$ cat config.mk
export PLATFORM = sky130hd
export DESIGN_NAME = video_out_tgen
export DESIGN_NICKNAME = d
export VERILOG_FILES = /design/src/rtl/video_out_pkg.sv /design/src/rtl/vo_pix_unpack.sv /design/src/rtl/video_out_tgen.sv
export SDC_FILE = /design/constraint.sdc
export NUM_CORES = 1
export LEC_CHECK = 0
export BUFFER_PORTS_ARGS = -buffer_cell sky130_fd_sc_hd__clkbuf_2
export CAP_MARGIN = 20
export CELL_PAD_IN_SITES_DETAIL_PLACEMENT = 1
export CELL_PAD_IN_SITES_GLOBAL_PLACEMENT = 2
export CORE_AREA = 5 5 131 71
export DETAILED_ROUTE_END_ITERATION = 8
export DIE_AREA = 0 0 136 76
export GPL_TIMING_DRIVEN = 0
export PLACE_DENSITY = 0.87
export REMOVE_ABC_BUFFERS = 1
export SLEW_MARGIN = 20
export SYNTH_ARGS = -nofsm -noshare
export SYNTH_HDL_FRONTEND = slang
export SYNTH_SLANG_ARGS = --single-unit
$ cat constraint.sdc
create_clock -name clk -period 4.95 [get_ports clk]
set_input_delay 0.7425 -clock clk [delete_from_list [all_inputs] [get_ports clk]]
set_output_delay 0.7425 -clock clk [all_outputs]
set_load 0.005 [all_outputs]
$ cat src/rtl/video_out_pkg.sv
// Shared types, timing helpers and colour-bar table for the video output engine.
package video_out_pkg;

  typedef enum logic [1:0] {
    PIX_RAW8   = 2'd0,
    PIX_RGB565 = 2'd1,
    PIX_RGB888 = 2'd2,
    PIX_RSVD   = 2'd3
  } pix_mode_t;

  typedef enum logic [1:0] {
    ST_IDLE = 2'd0,
    ST_WAIT = 2'd1,
    ST_RUN  = 2'd2
  } tg_state_t;

  // Per-pixel timing word carried alongside the FIFO read latency.
  typedef struct packed {
    logic      de;
    logic      hs;
    logic      vs;
    logic      fs;
    logic      ufl;
    logic      tpg;
    logic [2:0] bar;
    pix_mode_t mode;
  } tmg_t;

  // White, yellow, cyan, green, magenta, red, blue, black.
  localparam logic [23:0] BAR_RGB [8] = '{
    24'hFFFFFF, 24'hFFFF00, 24'h00FFFF, 24'h00FF00,
    24'hFF00FF, 24'hFF0000, 24'h0000FF, 24'h000000
  };

  function automatic int h_total(int active, int fp, int sync, int bp);
    return active + fp + sync + bp;
  endfunction

  function automatic int v_total(int active, int fp, int sync, int bp);
    return active + fp + sync + bp;
  endfunction

endpackage

$ cat src/rtl/vo_pix_unpack.sv
// Unpacks one FIFO word to 8:8:8 RGB by pixel mode; registered output, black when not enabled.
module vo_pix_unpack
  import video_out_pkg::*;
#(
  parameter int DATA_W = 16
) (
  input  logic              clk,
  input  logic              rst,
  input  pix_mode_t         mode,
  input  logic [DATA_W-1:0] data,
  input  logic              pix_en,
  input  logic              ovr_en,
  input  logic [23:0]       ovr_rgb,
  output logic [23:0]       rgb
);

  logic [23:0] d;
  logic [23:0] pix;

  always_comb begin
    d   = 24'(data);
    pix = '0;
    case (mode)
      PIX_RAW8:   pix = {d[7:0], d[7:0], d[7:0]};
      PIX_RGB565: pix = {d[15:11], d[15:13], d[10:5], d[10:9], d[4:0], d[4:2]};
      PIX_RGB888: pix = d;
      default:    pix = '0;
    endcase
  end

  always_ff @(posedge clk) begin
    if (rst)         rgb <= '0;
    else if (ovr_en) rgb <= ovr_rgb;
    else if (pix_en) rgb <= pix;
    else             rgb <= '0;
  end

endmodule

$ cat src/rtl/video_out_tgen.sv
// Programmable raster generator with FIFO read control and RGB unpacking.
// Optional colour-bar test pattern enabled by defining VIDEO_OUT_TPG_EN.
//   state   | meaning
//   ST_IDLE | stopped, counters at 0, no reads
//   ST_WAIT | enabled, waiting for fifo_ready before first frame
//   ST_RUN  | counters free-run, reads during active video
module video_out_tgen
  import video_out_pkg::*;
#(
  parameter int H_ACTIVE = 1280,
  parameter int H_FP     = 110,
  parameter int H_SYNC   = 40,
  parameter int H_BP     = 220,
  parameter int V_ACTIVE = 720,
  parameter int V_FP     = 5,
  parameter int V_SYNC   = 5,
  parameter int V_BP     = 20,
  parameter bit HS_POL   = 1'b1,
  parameter bit VS_POL   = 1'b1,
  parameter int DATA_W   = 16,
  parameter int FIFO_LAT = 1
) (
`ifdef VIDEO_OUT_TPG_EN
  input  logic              tpg_sel,
`endif
  input  logic              clk,
  input  logic              rst,
  input  logic              enable,
  input  logic [1:0]        mode,
  input  logic              fifo_ready,
  input  logic              fifo_empty,
  output logic              fifo_rd_en,
  input  logic [DATA_W-1:0] fifo_rd_data,
  input  logic              clr_status,
  output logic              vs,
  output logic              hs,
  output logic              de,
  output logic [7:0]        rgb_r,
  output logic [7:0]        rgb_g,
  output logic [7:0]        rgb_b,
  output logic              frame_start,
  output logic              underflow
);

  localparam int H_TOTAL = h_total(H_ACTIVE, H_FP, H_SYNC, H_BP);
  localparam int V_TOTAL = v_total(V_ACTIVE, V_FP, V_SYNC, V_BP);
  localparam int HW = (H_TOTAL > 1) ? $clog2(H_TOTAL) : 1;
  localparam int VW = (V_TOTAL > 1) ? $clog2(V_TOTAL) : 1;
  localparam logic [HW-1:0] H_LAST = HW'(H_TOTAL - 1);
  localparam logic [VW-1:0] V_LAST = VW'(V_TOTAL - 1);

  tg_state_t     state;
  pix_mode_t     mode_q;
  logic [HW-1:0] h_cnt;
  logic [VW-1:0] v_cnt;
  logic          run, h_last, v_last, frame_last, latch_cfg, tpg_q;
  logic          de_i, hs_i, vs_i, fs_i, ufl_i;
  logic [2:0]    bar_i;
  tmg_t          tmg_i, ret;
  tmg_t          pipe [FIFO_LAT];
  logic [23:0]   rgb_q;

  assign run        = (state == ST_RUN);
  assign h_last     = (h_cnt == H_LAST);
  assign v_last     = (v_cnt == V_LAST);
  assign frame_last = run && h_last && v_last;
  // Configuration is only taken at a frame boundary so a frame never mixes formats.
  assign latch_cfg  = ((state == ST_WAIT) && enable && fifo_ready) || (frame_last && enable);

  assign de_i = run && (int'(h_cnt) < H_ACTIVE) && (int'(v_cnt) < V_ACTIVE);
  assign hs_i = run && (int'(h_cnt) >= H_ACTIVE + H_FP) && (int'(h_cnt) < H_ACTIVE + H_FP + H_SYNC);
  assign vs_i = run && (int'(v_cnt) >= V_ACTIVE + V_FP) && (int'(v_cnt) < V_ACTIVE + V_FP + V_SYNC);
  assign fs_i = de_i && (h_cnt == '0) && (v_cnt == '0);

  assign fifo_rd_en = de_i && !tpg_q;
  assign ufl_i      = fifo_rd_en && fifo_empty;

  always_ff @(posedge clk) begin
    if (rst) begin
      state  <= ST_IDLE;
      mode_q <= PIX_RAW8;
      h_cnt  <= '0;
      v_cnt  <= '0;
    end else begin
      if (latch_cfg) mode_q <= pix_mode_t'(mode);
      unique case (state)
        ST_IDLE: if (enable) state <= ST_WAIT;
        ST_WAIT: begin
          if (!enable)        state <= ST_IDLE;
          else if (fifo_ready) state <= ST_RUN;
        end
        ST_RUN: begin
          if (h_last) begin
            h_cnt <= '0;
            v_cnt <= v_last ? '0 : v_cnt + 1'b1;
          end else begin
            h_cnt <= h_cnt + 1'b1;
          end
          if (frame_last && !enable) state <= ST_IDLE;
        end
        default: state <= ST_IDLE;
      endcase
    end
  end

`ifdef VIDEO_OUT_TPG_EN
  always_ff @(posedge clk) begin
    if (rst)            tpg_q <= 1'b0;
    else if (latch_cfg) tpg_q <= tpg_sel;
  end
  assign bar_i = 3'((32'(h_cnt) * 32'd8) / 32'(H_ACTIVE));
`else
  assign tpg_q = 1'b0;
  assign bar_i = 3'd0;
`endif

  assign tmg_i = '{de: de_i, hs: hs_i, vs: vs_i, fs: fs_i, ufl: ufl_i,
                   tpg: tpg_q, bar: bar_i, mode: mode_q};

  // Timing word waits out the FIFO read latency so it meets its data.
  always_ff @(posedge clk) begin
    if (rst) begin
      for (int i = 0; i < FIFO_LAT; i++) pipe[i] <= '0;
    end else begin
      pipe[0] <= tmg_i;
      for (int i = 1; i < FIFO_LAT; i++) pipe[i] <= pipe[i-1];
    end
  end

  assign ret = pipe[FIFO_LAT-1];

  always_ff @(posedge clk) begin
    if (rst) begin
      de          <= 1'b0;
      hs          <= !HS_POL;
      vs          <= !VS_POL;
      frame_start <= 1'b0;
      underflow   <= 1'b0;
    end else begin
      de          <= ret.de;
      hs          <= ret.hs ? HS_POL : !HS_POL;
      vs          <= ret.vs ? VS_POL : !VS_POL;
      frame_start <= ret.fs;
      if (ufl_i)           underflow <= 1'b1;
      else if (clr_status) underflow <= 1'b0;
    end
  end

  vo_pix_unpack #(.DATA_W(DATA_W)) u_unpack (
    .clk     (clk),
    .rst     (rst),
    .mode    (ret.mode),
    .data    (fifo_rd_data),
    .pix_en  (ret.de && !ret.ufl && !ret.tpg),
    .ovr_en  (ret.de && ret.tpg),
    .ovr_rgb (BAR_RGB[ret.bar]),
    .rgb     (rgb_q)
  );

  assign rgb_r = rgb_q[23:16];
  assign rgb_g = rgb_q[15:8];
  assign rgb_b = rgb_q[7:0];

endmodule

* Yosys cells after proc, flatten, opt, wreduce, memory -nomap -nowiden *
Memory sizes are Yosys's and may differ from the RTL's.
Cells that the tools add are included.

storage, ports and cells
  memories kept = 2
  input bits = 24
  output and inout port bits = 30
  bits in read-only memories = 192
  bits in writable memories = 7
  word-level logic and storage cells = 82
  register bits = 54

memory list
  name             words  bits a word  read ports  clocked after Yosys merged registers in  wr ports  RTL line               RTL
  (no name shown)  8      24           1           0                                        0         video_out_tgen.sv:156  .ovr_rgb (BAR_RGB[ret.bar]),
  pipe             1      7            1           0                                        1         video_out_tgen.sv:60   tmg_t pipe [FIFO_LAT];

operators by class
  bitwise operators = 1
  reductions and logical operators = 30
  mux-type cells = 21
  equal/unequal tests = 9
  magnitude comparators = 7
  $add $sub $neg = 2

operators with widths
  cell                     count
  $mux W24                 4
  $pmux W24 S3             1
  $lt A11 B11 Y1 const B   2
  $lt A10 B10 Y1 const B   2
  $logic_and A1 B1 Y1      17
  $add A11 B1 Y11 const B  1
  $eq A11 B11 Y1 const B   1
  $ge A11 B11 Y1 const B   1
  $logic_not A11 Y1        1
  $mux W11                 1
  $add A10 B1 Y10 const B  1
  $eq A10 B10 Y1 const B   1
  $ge A10 B10 Y1 const B   1
  $logic_not A10 Y1        1
  $mux W10                 1
  $mux W1                  8
  $mux W2                  4
  $mux W7                  1
  $reduce_or A7 Y1         1
  $pmux W2 S3              1
  $eq A2 B1 Y1 const B     2
  $eq A2 B2 Y1 const B     2
  $ge A4 B4 Y1 const B     1
  $logic_not A2 Y1         2
  other kinds (11)         12

* Longest topological paths before layout *
Gate-level depths: netlist of run 1.

  depth after elaboration = 6
  depth in mapped cells = 7
  depth with buffers taken out = 6

* By module *
A second synthesis of run 1 with hierarchy kept.

unflattened totals
  cells, all modules = 333
  area total of the unflattened synthesis = 2,942.8 µm²

by module, submodules not included
  module          times used  seq. area each (µm²)  area an instance (µm²)  cells each
  video_out_tgen  1           740.7                 1,789.2                 199
  vo_pix_unpack   1           480.5                 1,153.6                 134

* Worst setup path after synthesis of run 1 *
No wires, ideal clock.

  path type = register -> output
  start = register v_cnt[5]
  end = output fifo_rd_en
  cell stages (with the launch flop) = 5
  data arrival time = 1,009 ps
  buffers on the path = 1
  data required time = 4,208 ps
  slack = 3,199 ps
  cell sequence = dfxtp_1 -> clkbuf_1 -> o211a_1 -> o21ai_0 -> and3_1

between the ends
  longest elaborated chain between the ends = 2

ends and longest elaborated chain
  what                    RTL line              RTL
  from (decl)             video_out_tgen.sv:55  logic [VW-1:0] v_cnt;
  from (signal assigned)  video_out_tgen.sv:95  v_cnt <= v_last ? '0 : v_cnt + 1'b1;
  $lt A10 B10 Y1          video_out_tgen.sv:70  assign de_i = run && (int'(h_cnt) < H_ACTIVE) && (int'(v_cnt) < V_ACTIVE);
  $logic_and A1 B1 Y1     video_out_tgen.sv:70
  to (decl)               video_out_tgen.sv:32  output logic fifo_rd_en,

Every way passes these cells.

==> metrics, run 1 <==
cells after synthesis=313; Starting Density=0.331; clock transition at the registers of the reported paths=0.05 ns; maximum VDD drop=0.156 mV; Post-synth top flop=dfxtp_1; drt initial violations=132; # Max-Cap Violations=0; initial antenna violation count=0; CTS root buffer=clkbuf_16; synthesized area=2720 um2; core region area=8200 um2; Yosys top cell area share=0.450; slew margin rel.=0.502; clock buffer depth=2; Final Routed Wirelength=7940 um; post-CTS sizing=0; antenna cells=0; first-pass GRT wire length=13200 um; die span in x=136 um; leading cell type in the layout, fill and taps excluded=dfxtp_1; Synth async-reset ratio=0; Setup Skew=0.00478 ns; detailed placement HPWL=6090 um; area grow syn2layout=24.2%; Post-synth EDFFs=0; post-synthesis register bit count=61; height of the die=76 um; CP max FO=30; setup tns final=0 ns; most area-consuming cells after synthesis=dfxtp_1 (45%), a21oi_1 (7.9%), nand2_1 (4.0%); Synth area leader=dfxtp_1; Worst Tran Pin Value=0.748 ns; H-Tree Depth=3; Tcrit/Tclk final=0.457; Worst Hold Class=register to register; Avg Inst Size Synth=8.67 um2; Max Clock Freq=442 MHz; num ports=54; Tmin final=2.26 ns; IO Port Bufs=53; kind of cell adding the most delay to the critical path=simple AND/OR/NAND/NOR gates; largest net degree at the start of global routing=31; Via-to-Cell Ratio=5.09; Power Density=354 nW/um2; Via Count=2457; leading cell types in the layout, fill and taps excluded=dfxtp_1 (61), clkbuf_2 (53), a21oi_1 (43), nand2_1 (29), nor2_1 (24); GRT Total Usage=0.162; vias in the first global route=2470; endpoints failing hold=0; crit path capture type=register; first-pass detailed-route iteration total=4; Bufs and invs on worst path=1; Final setup violation count=0; RePlAce Congestion=0.780; CP cell instances=clkbuf_2 -> nor2b_1 -> nand2b_1 -> or2_2 -> a21oi_1; total gr overflow=0; CP arrival=2.52 ns; post-synthesis cell type count=46; CTS tree=done; Die ar.=10300 um2; setup ws final=2.69 ns; register area share after synthesis=0.450; Critical Path RT=5.21 ns; layout cells sized above 1=0.216; Final Max Slew Viols=0; Place WS=2.34 ns; worst skew pair latency=0.33 ns; CTS Buf Count=9; nets@finish=392; hold slack final=0.443 ns; post-CTS setup buffers=0; status=completed; P_leak=1.34 nW; Crit path largest cell delay=0.56 ns; slowest cell on the critical path=or2_2; per-cell routed wire length=16.4 um; unrepaired setup endpoints after global routing=false; YS warnings=0; CTS Hold Bufs=0; Worst setup SP type=input port; ANT nets after route=0; std cell rows=24; Crit Path Class=input port to register; DRC=0; clk sinks=61
## worst reg2reg max path, stage by stage (launching register included)
cell and delay, ns:
dfxtp_1 0.47, ha_1 0.27, and3b_1 0.19, nand4_2 0.24, o31a_1 0.37, mux2_4 0.30
## stage by stage
| step | utilization | std cells | total power (W) | area [um2] |
|---|---|---|---|---|
| finish | 0.411 | 483 | 0.00119 | 3370 |
| CTS | 0.411 | 483 | 0.00120 | 3370 |
| global placement | 0.374 | 467 | 0.000545 | 3060 |
| floorplan | - | 297 | 0.000524 | 2650 |
| global route | 0.411 | 483 | 0.00123 | 3370 |
| detailed placement | 0.374 | 467 | 0.000546 | 3060 |
## synth_stat cells (5+ instances only)
master / n
dfxtp_1: 61
a21oi_1: 43
nand2_1: 29
nor2_1: 24
nand3_1: 17
nand2b_1: 15
clkbuf_1: 13
inv_1: 13
nor2b_1: 10
ha_1: 7
o21ai_0: 7
a31oi_1: 6
o32ai_1: 5
## power by group
group	internal [W]	leakage, nW	switching, W
Clock	0.000438	0.153	0.000220
Combinational	0.0000165	0.696	0.0000223
Sequential	0.000495	0.492	0.00000266
## worst paths after layout
check	start	to	slack, ns	cells after the start
max reg2reg	v_cnt[0]	mode_q[0]	2.99	5
max	rst	u_unpack.rgb[18]	2.69	5
min	pipe[0][5]	hs	0.44	1
min reg2reg	pipe[0][5]	hs	0.44	1
## cell type report
class	count	area, um2
clock buffers	11	233
fillers	974	4830
multi-input cells	223	1380
repair buffers	53	265
inverters	13	48.8
well taps	117	146
clock inverters	5	75.1
flip-flops and latches	61	1220
## registers in the layout, indices dropped and copies added, names as in the netlist
name,cells
h_cnt,11
u_unpack.rgb,24
v_cnt,10
mode_q,2
de,1
underflow,1
frame_start,1
state,2
pipe,7
vs,1
hs,1
## metal layers
layer	GRT usage	vias up	routed length (um)
li1	-	1198	-
met1	0.254	1192	4390
met2	0.210	55	3090
met3	0.0383	12	343
met4	0.0553	0	115
met5	0	-	0
## cell families after synthesis
family | count (synthesis) | share of synthesized area
AO/OA/AOI/OAI | 67 | 0.141
multiplexers | 2 | 0.0111
buffers and inverters | 29 | 0.0410
XOR/XNOR | 8 | 0.0258
adder cells (fa/ha/maj) | 7 | 0.0323
AND/OR/NAND/NOR | 139 | 0.299
flip-flops | 61 | 0.450
Note: power is estimated with default switching activity, not from simulation.
==> inputs of run 2 (changes only) <==
--- a/config.mk
+++ b/config.mk
@@ -9,11 +9,11 @@
 export CAP_MARGIN = 20
 export CELL_PAD_IN_SITES_DETAIL_PLACEMENT = 1
 export CELL_PAD_IN_SITES_GLOBAL_PLACEMENT = 2
-export CORE_AREA = 5 5 131 71
+export CORE_AREA = 5 5 143 77
 export DETAILED_ROUTE_END_ITERATION = 8
-export DIE_AREA = 0 0 136 76
+export DIE_AREA = 0 0 148 82
 export GPL_TIMING_DRIVEN = 0
-export PLACE_DENSITY = 0.87
+export PLACE_DENSITY = 0.78
 export REMOVE_ABC_BUFFERS = 1
 export SLEW_MARGIN = 20
 export SYNTH_ARGS = -nofsm -noshare
==> constraint.sdc (replaced) <==
create_clock -name clk -period 1.9 [get_ports clk]
set_input_delay 0.285 -clock clk [delete_from_list [all_inputs] [get_ports clk]]
set_output_delay 0.285 -clock clk [all_outputs]
set_load 0.005 [all_outputs]
==> run 2 against run 1 <==
Combinational power rose to 2.6 times the previous value. Clock power rose by 150%. Sequential cell count did not move. Utilization fell by 5.6 points. Worst hold slack got worse by 0.26 ns. Sequential power rose to 2.6 times the previous value.
==> metrics, run 2 (synthesis results as in run 1) <==
top flop regs=u_unpack.rgb (24), h_cnt (11), v_cnt (10); clock power share=0.538; Worst Hold Class=input port to register; detailed placement HPWL=6110 um; Setup Skew=0.00425 ns; Final setup violation count=0; clock buffer depth=2; met3 WL=321 um; Tcrit/Tclk final=0.975; Worst setup SP type=register; num ports=54; Area after DPL=3080 um2; Final Max Slew Viols=0; CP arrival=2.06 ns; initial antenna violation count=0; Final Non-Filler Cells=499; drt initial violations=171; DRC=0; Max Clock Freq=540 MHz; worst skew pair latency=0.32 ns; max layer used=met4; maximum VDD drop=0.331 mV; Via-to-Cell Ratio=4.85; hold wc startpoint=clr_status; layout cells sized above 1=0.276; clk sinks=61; Internal=0.00237 W; nets@finish=399; Flop pwr share=0.428; largest net degree at the start of global routing=31; CTS Buf Count=9; Worst Setup SP=h_cnt[1]; max FFs per register=24; Tmin final=1.85 ns; most flop-heavy register=u_unpack.rgb; P_leak=1.37 nW; Via Count=2421; slew margin rel.=0.592; Die ar.=12100 um2; H-Tree Depth=3; Sw Share=0.214; Critical Path RT=2.11 ns; endpoints failing hold=0; vias in the first global route=2447; setup tns final=0 ns; # Max-Cap Violations=0; per-cell routed wire length=16.0 um; GRT Total Usage=0.139; CP max FO=5; R2R Setup Slk=0.05 ns; metal1 wirelength=4370 um; ANT nets after route=0; total gr overflow=0; Crit Path Class=register to register; wire length on met2=3260 um; crit path capture type=register; Sw Pwr=0.000645 W; die span in x=148 um; core region area=9730 um2; area grow syn2layout=27.5%; combinational fraction of design power=0.034; worst r2r src=h_cnt[1]; CTS root buffer=clkbuf_16; CTS tree=done; first-pass detailed-route iteration total=4; first-pass GRT wire length=12900 um; Starting Density=0.279; std cell rows=26; RePlAce Congestion=0.820; Power Density=872 nW/um2; clock transition at the registers of the reported paths=0.05 ns; height of the die=82 um; antenna cells=0; leading cell types in the layout, fill and taps excluded=dfxtp_1 (53), clkbuf_2 (53), a21oi_1 (43), nand2_1 (29), nor2_1 (24); Worst Tran Pin Value=0.612 ns; Final Instance Area=3460 um2; status=completed; Final Routed Wirelength=8000 um; Placed Cells=476; IO Port Bufs=53
[run 2: changes by cell type in the layout (fill, tap and decap cells not counted), sizes merged]
cell | previous run | this run
clkinvlp | 0 | 3
clkinv | 3 | 2
bufinv | 2 | 1
clkbuf | 64 | 63
buf | 0 | 7
[run 2: path summary, 6_finish.rpt]
path                 endpoint  depth (start not counted)
setup / recovery    mode_q[0]                          6
hold / removal      underflow                          2
setup reg to reg    mode_q[0]                          6
hold reg to reg   frame_start                          1
[run 2: metal layers]
layer	vias to the layer above	track usage
met2	37	0.183
li1	1211	-
met4	0	0.0442
met5	-	0
met1	1171	0.210
met3	2	0.0458
[run 2: what timing repair did]
| item | in CTS | in global routing |
|---|---|---|
| buffers inserted | 2 | 5 |
| resized for setup | 2 | 15 |
| setup endpoints to repair | 3 | 31 |
| pin swaps | 2 | 1 |
| hold endpoints to repair | 0 | 0 |
| hold buffers | 0 | 0 |
[run 2: stage by stage]
stage	utilization	power (W)	worst slack [ns]	hold slack [ns]
after CTS	0.350	0.00308	0.0156	0.165
after floorplan	-	0.00137	0.190	0.354
final	0.356	0.00302	0.0484	0.181
after detailed placement	0.316	0.00142	-0.242	0.433
after global placement	0.316	0.00142	-0.198	0.422
after global routing	0.356	0.00315	-0.0108	0.162
[run 2: critical path, cell delays in order, from the launching register on]
cell and delay (ns):
dfxtp_4 0.35, inv_2 0.06, ha_2 0.16, and4b_2 0.32
nand4_4 0.16, o31a_1 0.38, mux2_4 0.30
[run 2: area by class of cell]
| cell class | count | area [um2] |
|---|---|---|
| flip-flops and latches | 61 | 1230 |
| repair buffers | 60 | 318 |
| clock buffers | 10 | 239 |
| fillers | 1146 | 6270 |
| inverters | 13 | 48.8 |
| multi-input cells | 223 | 1400 |
| well taps | 126 | 158 |
| clock inverters | 6 | 62.6 |
[run 2: power groups by stage]
| stage | registers (W) | clock network, W | logic, W |
|---|---|---|---|
| finish | 0.00129 | 0.00162 | 0.000102 |
| global route | 0.00129 | 0.00174 | 0.000114 |
| CTS | 0.00129 | 0.00168 | 0.000103 |
| detailed placement | 0.00132 | 0 | 0.000102 |
| global placement | 0.00132 | 0 | 0.000101 |
| floorplan | 0.00132 | 0 | 0.0000449 |
==> inputs of run 3 (changes only) <==
--- a/config.mk
+++ b/config.mk
@@ -15,6 +15,7 @@
 export GPL_TIMING_DRIVEN = 0
 export PLACE_DENSITY = 0.78
 export REMOVE_ABC_BUFFERS = 1
+export SETUP_SLACK_MARGIN = 0.15
 export SLEW_MARGIN = 20
 export SYNTH_ARGS = -nofsm -noshare
 export SYNTH_HDL_FRONTEND = slang
==> run 3 against run 2 <==
Clock skew up 0.0013 ns. Largest cell class unchanged. Design area up 1.4%. Sequential power about the same. Critical path type unchanged. Final cell count up 0.20%. Global-route usage up 0.37 points. Fmax up 3.9%. Largest power group unchanged. Clock-buffer cell count unchanged. Total power up 0.17%. Critical endpoint unchanged. Sequential share of layout area down 0.34 points.
==> metrics, run 3 (synthesis results as in run 1) <==
status=completed; endpoints failing hold=0; max FFs per register=24; ANT nets after route=0; CP arrival=1.99 ns; Tmin final=1.78 ns; drt initial violations=188; clk sinks=61; RePlAce Congestion=0.820; kind of cell adding the most delay to the critical path=simple AND/OR/NAND/NOR gates; leading cell type in the layout, fill and taps excluded=dfxtp_1; most flop-heavy register=u_unpack.rgb; top flop regs=u_unpack.rgb (24), h_cnt (11), v_cnt (10); Final Non-Filler Cells=500; Setup Skew=0.00553 ns; Placed Cells=476; Via Count=2461; H-Tree Depth=3; Final setup violation count=0; unrepaired setup endpoints after global routing=true; slowest cell on the critical path=o31a_1; Final Max Slew Viols=0; Worst setup SP type=register; clock buffer depth=2; Tcrit/Tclk final=0.938; initial antenna violation count=0; crit path capture type=register; vias in the first global route=2497; total gr overflow=0; per-cell routed wire length=16.3 um; area grow syn2layout=29.2%; layout cells sized above 1=0.289; Starting Density=0.279; Worst Hold Class=input port to register; slew margin rel.=0.628; maximum VDD drop=0.333 mV; leading cell types in the layout, fill and taps excluded=dfxtp_1 (53), clkbuf_2 (52), a21oi_1 (42), nand2_1 (29), nor2_1 (24); GRT Total Usage=0.143; total power=0.00302 W; first-pass detailed-route iteration total=4; Core Util, Final=0.361; DRC=0; std cell rows=26; CTS Hold Bufs=0; # Max-Cap Violations=0; CTS Buf Count=9; Final Routed Wirelength=8130 um; first-pass GRT wire length=13300 um; Power Density=862 nW/um2; Die ar.=12100 um2; nets@finish=400; P_leak=1.38 nW; height of the die=82 um; Worst Tran Pin Value=0.558 ns; IO Port Bufs=53; antenna cells=0; detailed placement HPWL=6110 um; core region area=9730 um2; CP cell instances=inv_4 -> ha_4 -> and4b_2 -> nand4_4 -> o31a_1 -> mux2_4; clock transition at the registers of the reported paths=0.05 ns; Critical Path RT=2.11 ns; CTS tree=done; Max Clock Freq=561 MHz; Via-to-Cell Ratio=4.92; worst skew pair latency=0.32 ns; die span in x=148 um; Crit path largest cell delay=0.36 ns; largest net degree at the start of global routing=31; CTS root buffer=clkbuf_16; CP max FO=5; Crit Path Class=register to register; final-layout fill cell count=1144; num ports=54; Bufs and invs on worst path=1
## run 3: changes by cell type in the layout (fill, tap and decap cells not counted), sizes merged
cell,previous run,this run
clkbuf,63,62
buf,7,9
## run 3: final timing paths
path	startpoint	to	slack [ns]	cells after the start
worst max-delay path	h_cnt[1]	mode_q[0]	0.12	6
worst min-delay path	clr_status	underflow	0.18	2
worst max register to register	h_cnt[1]	mode_q[0]	0.12	6
worst min register to register	pipe[0][3]	frame_start	0.44	1
## run 3: area by class of cell
class	instances	area, um2	area share
clock buffers	10	239	0.0681
flip-flops and latches	61	1240	0.353
repair buffers	61	325	0.0927
multi-input cells	223	1430	0.409
clock inverters	6	62.6	0.0178
well taps	126	158	0.0449
inverters	13	51.3	0.0146
## run 3: power breakdown
| part | switching, W | internal, W | leakage (nW) | total [W] |
|---|---|---|---|---|
| clock | 0.000585 | 0.00104 | 0.140 | 0.00163 |
| sequential | 0.00000743 | 0.00128 | 0.497 | 0.00129 |
| combinational | 0.0000590 | 0.0000439 | 0.740 | 0.000103 |
## run 3: stage by stage
step           hold WS (ns)  TNS (ns)  area (um2)  setup slack, ns
2_1_floorplan         0.354         0        2650            0.190
3_3_place_gp          0.422     -1.53        3080           -0.198
3_5_place_dp          0.433     -1.83        3080           -0.242
4_1_cts               0.165         0        3470            0.115
5_1_grt               0.162         0        3510           0.0598
6_report              0.179         0        3510            0.119
## run 3: what timing repair did
| action | CTS | global route |
|---|---|---|
| resized for setup | 19 | 10 |
| setup endpoints to repair | 24 | 25 |
| pin swaps | 3 | 1 |
| buffers inserted | 6 | 2 |
## run 3: metal layers
layer / share of wire / up-vias / GRT usage / wire length, um
li1: - / 1211 / - / -
met1: 0.54 / 1206 / 0.214 / 4360
met2: 0.41 / 40 / 0.190 / 3320
met3: 0.046 / 4 / 0.0463 / 374
met4: 0.0091 / 0 / 0.0461 / 74
met5: 0 / - / 0 / 0
